[config.mk]
export PLATFORM = sky130hd
export DESIGN_NAME = bcd_counter_2digit
export DESIGN_NICKNAME = d
export VERILOG_FILES = /design/src/rtl/bcd_counter_2digit.sv
export SDC_FILE = /design/constraint.sdc
export NUM_CORES = 1
export LEC_CHECK = 0
export BUFFER_PORTS_ARGS = -buffer_cell sky130_fd_sc_hd__clkbuf_2
export CAP_MARGIN = 40
export CORE_UTILIZATION = 30
export CTS_BUF_LIST = sky130_fd_sc_hd__clkbuf_8 sky130_fd_sc_hd__clkbuf_16
export DETAILED_ROUTE_END_ITERATION = 6
export HOLD_SLACK_MARGIN = 0.15
export PLACE_DENSITY = 0.47
export SLEW_MARGIN = 20
export SYNTH_ARGS = -nofsm -noshare
export SYNTH_HDL_FRONTEND = slang
export SYNTH_SLANG_ARGS = --single-unit
[constraint.sdc]
create_clock -name clk -period 5.2 [get_ports clk]
set_clock_uncertainty 0.15 [all_clocks]
set_input_delay 0.78 -clock clk [delete_from_list [all_inputs] [get_ports clk]]
set_output_delay 0.78 -clock clk [all_outputs]
set_load 0.005 [all_outputs]
[src/rtl/bcd_counter_2digit.sv]
// Two-digit (00-99) BCD up/down counter with prescaler, synchronous clear and
// parallel load. Outputs are fully registered; tc flags a 99->00 / 00->99 wrap.
module bcd_counter_2digit #(
  parameter int unsigned DIV = 1,
  parameter int unsigned PW  = 16
) (
  input  logic       clk,
  input  logic       rst_n,
  input  logic       en,
  input  logic       up,
  input  logic       clr,
  input  logic       load,
  input  logic [3:0] load_ones,
  input  logic [3:0] load_tens,
  output logic [3:0] ones,
  output logic [3:0] tens,
  output logic       tc,
  output logic       load_err
);

  localparam logic [PW-1:0] PRE_LAST = PW'(DIV - 1);
  localparam logic [PW-1:0] PRE_ONE  = PW'(1);

  logic [PW-1:0] pre;
  logic          step;
  logic          ones_bad;
  logic          tens_bad;
  logic [3:0]    ones_next;
  logic [3:0]    tens_next;
  logic          wrap;

  // A step happens on the enabled cycle that completes a full prescale period.
  assign step     = en && (pre == PRE_LAST);
  assign ones_bad = (load_ones > 4'd9);
  assign tens_bad = (load_tens > 4'd9);

  // Next digit values for a step; only consumed when step is high.
  always_comb begin
    ones_next = ones;
    tens_next = tens;
    wrap      = 1'b0;
    if (up) begin
      if (ones == 4'd9) begin
        ones_next = 4'd0;
        if (tens == 4'd9) begin
          tens_next = 4'd0;
          wrap      = 1'b1;
        end else begin
          tens_next = tens + 4'd1;
        end
      end else begin
        ones_next = ones + 4'd1;
      end
    end else begin
      if (ones == 4'd0) begin
        ones_next = 4'd9;
        if (tens == 4'd0) begin
          tens_next = 4'd9;
          wrap      = 1'b1;
        end else begin
          tens_next = tens - 4'd1;
        end
      end else begin
        ones_next = ones - 4'd1;
      end
    end
  end

  // NOTE: state registers use non-blocking assignments so every flop samples
  // the pre-edge values of the others, regardless of statement order.
  always_ff @(posedge clk or negedge rst_n) begin
    if (!rst_n) begin
      ones     <= 4'd0;
      tens     <= 4'd0;
      pre      <= '0;
      tc       <= 1'b0;
      load_err <= 1'b0;
    end else if (clr) begin
      ones     <= 4'd0;
      tens     <= 4'd0;
      pre      <= '0;
      tc       <= 1'b0;
      load_err <= 1'b0;
    end else if (load) begin
      ones     <= ones_bad ? 4'd0 : load_ones;
      tens     <= tens_bad ? 4'd0 : load_tens;
      pre      <= '0;
      tc       <= 1'b0;
      load_err <= ones_bad || tens_bad;
    end else begin
      tc       <= 1'b0;
      load_err <= 1'b0;
      if (en) begin
        pre <= step ? '0 : pre + PRE_ONE;
      end
      if (step) begin
        ones <= ones_next;
        tens <= tens_next;
        tc   <= wrap;
      end
    end
  end

endmodule
Word level (Yosys, flattened, before mapping)
Cells that the tools add are included.
{"block": "op_classes", "addsub": 5, "order_cmp": 2, "eq_ne": 3, "n_mux": 30, "n_reduce_logical": 9}
{"operator": "2-to-1 mux 16 bit", "n": 4}
{"operator": "2-to-1 mux 4 bit", "n": 16}
{"operator": "adder 16 x 1 -> 16 bit (second input constant)", "n": 1}
{"operator": "zero test 16 bit", "n": 1}
{"operator": "2-to-1 mux 1 bit", "n": 10}
{"operator": "adder 4 x 1 -> 4 bit (second input constant)", "n": 2}
{"operator": "equality test 4 bit (second input constant)", "n": 2}
{"operator": "greater-than comparator 4 bit (second input constant)", "n": 2}
{"operator": "zero test 4 bit", "n": 2}
{"operator": "subtractor 4 x 1 -> 4 bit (second input constant)", "n": 2}
{"operator": "nonzero test 3 bit", "n": 2}
{"operator": "inequality test 4 x 1 -> 1 bit (second input constant)", "n": 1}
{"operator": "nonzero test 4 bit", "n": 1}
{"operator": "AND reduction 3 bit", "n": 1}
{"operator": "logical AND 1 bit", "n": 1}
{"operator": "logical OR 1 bit", "n": 1}
{"block": "word_totals", "regBits": 26, "in_bits": 14, "elab_cells": 54}

Depth between registers and ports, before layout
{"block": "logic_depth", "depth_word": 7, "mapped_depth": 7, "mapped_depth_nobuf": 6}

Worst setup path before layout
Ideal clock, no wire load.
{"block": "synth_timing", "path_kind": "input port to flip-flop", "start": "input port en", "end": "register ones[1]", "setup_time_ns": 0.127, "t_arrival_ns": 2.222, "required_time_ns": 4.923, "setup_slack_ns": 2.701, "path_stages": 4, "cell_sequence": "or4b_4 -> or4_4 -> nand2_4 -> mux2_1"}
{"block": "synth_between", "elab_chain_len": 2}
{"element": "start, declared", "line": "9", "text": "input logic en,"}
{"element": "logical AND 1 bit", "line": "33", "text": "assign step = en && (pre == PRE_LAST);"}
{"element": "nonzero test 3 bit (no line)"}
{"element": "end signal, assigned", "line": "85", "text": "ones <= ones_bad ? 4'd0 : load_ones;"}
{"element": "end signal, assigned", "line": "97", "text": "ones <= ones_next;"}
{"element": "end, declared", "line": "15", "text": "output logic [3:0] ones,"}
Every way passes these cells.
A chain may end at the register's enable or synchronous reset.

Final worst setup path
Same ends and word-level chain as after synthesis.

==> metrics <==
outcome complete, no violations; Post-DP HPWL 3.33 mm; number of global-route vias before repair 1529; Clock Latency Late Sink 0.27 ns; largest cells by area after synthesis dfrtp_1 34%, ha_1 5.2%, xor2_1 4.6%, nor2_1 3.5%, a21oi_1 2.9%; Yosys warning count 0; Max IR drop VDD 0.113 mV; io pins 24; ys flop type dfrtp_1; Power Dens Cells 218 nW/um2; dpl cell area 2020 um2; R2R Setup Slk 2.70 ns; Vias/cell 5.41; final slew viol count 0; EDFF count, synth 0; met2 wire length 2.18 mm; Post-Syn Area 1910 um2; top cell type by total area after synthesis dfrtp_1; Slew @ Worst Pin 0.699 ns; Max stage delay cell, worst path or4_4; reg-to-reg endpoint ones[1]; share of layout cells above drive strength 1 0.192; grt total ovfl 0; Syn Area/Cell 9.11 um2; residual DRC count 0; Setup Viol. Count Final 0; top layer in use met4; Worst Path Required 5.21 ns; Worst Path Arrival 2.58 ns; most frequent cells after synthesis 26 x dfrtp_1, 18 x nor2_1, 11 x a21oi_1, 11 x inv_1; CTS Hold Bufs 0; TNS Setup 0 ns; cells after synthesis 210; TritonCTS Sinks 26; number of max-cap violations 0; die extent in y 81.9 um; Final Worst Setup Slack 2.64 ns; initial antenna violation count 0; post-synth cell types 58; wire length on met1 2.26 mm; CTS max path bufs 2; met3 WL 122 um; clk root buf clkbuf_8; TritonCTS clock tree built; WL final 4.60 mm; worst hold path type input port to asynchronous set/reset pin; Syn-to-layout area delta 8.70%; ant diodes 0; nets@finish 247; CTS Buf Count 3; FP Rows 28; antenna-violating nets left 0; Starting Density 0.317; CP Launch Type input port; unrepaired setup endpoints after global routing false; GR Util All Layers 0.149; area of the multi-input gates 1120 um2; vias 1617; DR pass1 iterations 4; largest net degree at the start of global routing 27; register area 651 um2; clock slew at reported path FFs 0.09 ns; crit path cell chain clkbuf_2 -> or4b_4 -> or4_4 -> nand2_4 -> mux2_1; post-CTS setup buffer count 0; fillers 643; post-CTS resize count 0; Synth Net Count 232; core area 6030 um2; Final Wtd Congestion 0.789; Detailed Route Iter0 Violations 51; critical path fanouts, max 16; fmax 0.390 GHz; Reg2Reg Depth 6; register bit count reported by yosys 26; port buffer count 23; Max transition margin 0.534; DP Worst Slack 2.33 ns; most frequent cell after synthesis dfrtp_1; Crit. End Element flop; Tcrit/Tclk final 0.493; Crit path largest cell delay 0.57 ns; crit path time final 2.56 ns; Synth top area share 0.340; htree depth 1; worst r2r src pre[0]; Crit Path Category input port to flop; Async SR Flop Fraction 1.00; Die Area 6700 um2; final hold violations 0; Non-Filler Cell Area, Final 2080 um2; Leak 0.000878 uW; first-pass GRT wire length 7.59 mm; routed len/inst 15.4 um; die width 81.9 um; sequential element share of the synthesized area 0.340
stage by stage:
stage | hold WS (ns) | total power [uW] | std cells | util
6_report | 0.382 | 454 | 299 | 0.345
5_1_grt | 0.427 | 482 | 299 | 0.345
3_5_place_dp | 0.401 | 323 | 295 | 0.336
3_3_place_gp | 0.398 | 324 | 295 | 0.336
2_1_floorplan | 0.334 | 294 | 210 | -
4_1_cts | 0.401 | 462 | 299 | 0.345
metal layers:
metal,vias to the layer above,global-route usage
met1,787,0.200
met3,4,0.0267
li1,803,-
met5,-,0
met4,0,0.0316
met2,23,0.249
where the power goes:
| group | total [uW] | switching, uW | internal (uW) |
|---|---|---|---|
| Sequential | 224 | 15.3 | 209 |
| Clock | 135 | 67.5 | 67.8 |
| Combinational | 94.4 | 53.2 | 41.2 |
kinds of logic after synthesis:
group | Yosys count | synth area share
muxes | 5 | 0.0275
DFF | 26 | 0.340
buffers and inverters | 24 | 0.0726
AOI/OAI and AO/OA | 54 | 0.202
adders and majority gates | 8 | 0.0523
and+or+nand+nor | 82 | 0.255
xor gates and xnor gates | 11 | 0.0504
flip-flops by register name, summed over array words and instances (netlist names):
register  count
pre          16
ones          4
tens          4
load_err      1
tc            1
cells in the final DEF, fill, tap and decap left out, types with 8 or more instances in the layout:
cell and n:
dfrtp_1 26, clkbuf_2 23, nor2_1 18, inv_1 11
a21oi_1 11, o21ai_0 10, nand2_1 10, xor2_1 10
nand3_1 9, ha_1 8
worst max-delay path, delay by kind of cell:
family | cells | cell delay (ns)
AND/OR/NAND/NOR | 3 | 1.28
multiplexers | 1 | 0.34
buffers and inverters | 1 | 0.16
worst max path at each step:
| stage | start | end | cells after the start | slack (ns) |
|---|---|---|---|---|
| 5_1_grt | ones[0] | tens[3] | 6 | 2.57 |
| 3_3_place_gp | en | ones[1] | 5 | 2.38 |
| 4_1_cts | en | ones[1] | 5 | 2.63 |
| 2_1_floorplan | en | ones[1] | 4 | 2.70 |
| 6_report | en | ones[1] | 5 | 2.64 |
| 3_5_place_dp | en | ones[1] | 5 | 2.33 |
cell type report:
cell class / instances / share of cell area
Sequential cell: 26 / 0.313
Clock buffer: 4 / 0.0265
Tap cell: 75 / 0.0451
Inverter: 11 / 0.0199
Multi-Input combinational cell: 160 / 0.540
Timing Repair Buffer: 23 / 0.0554
(Power assumes the default switching activity.)
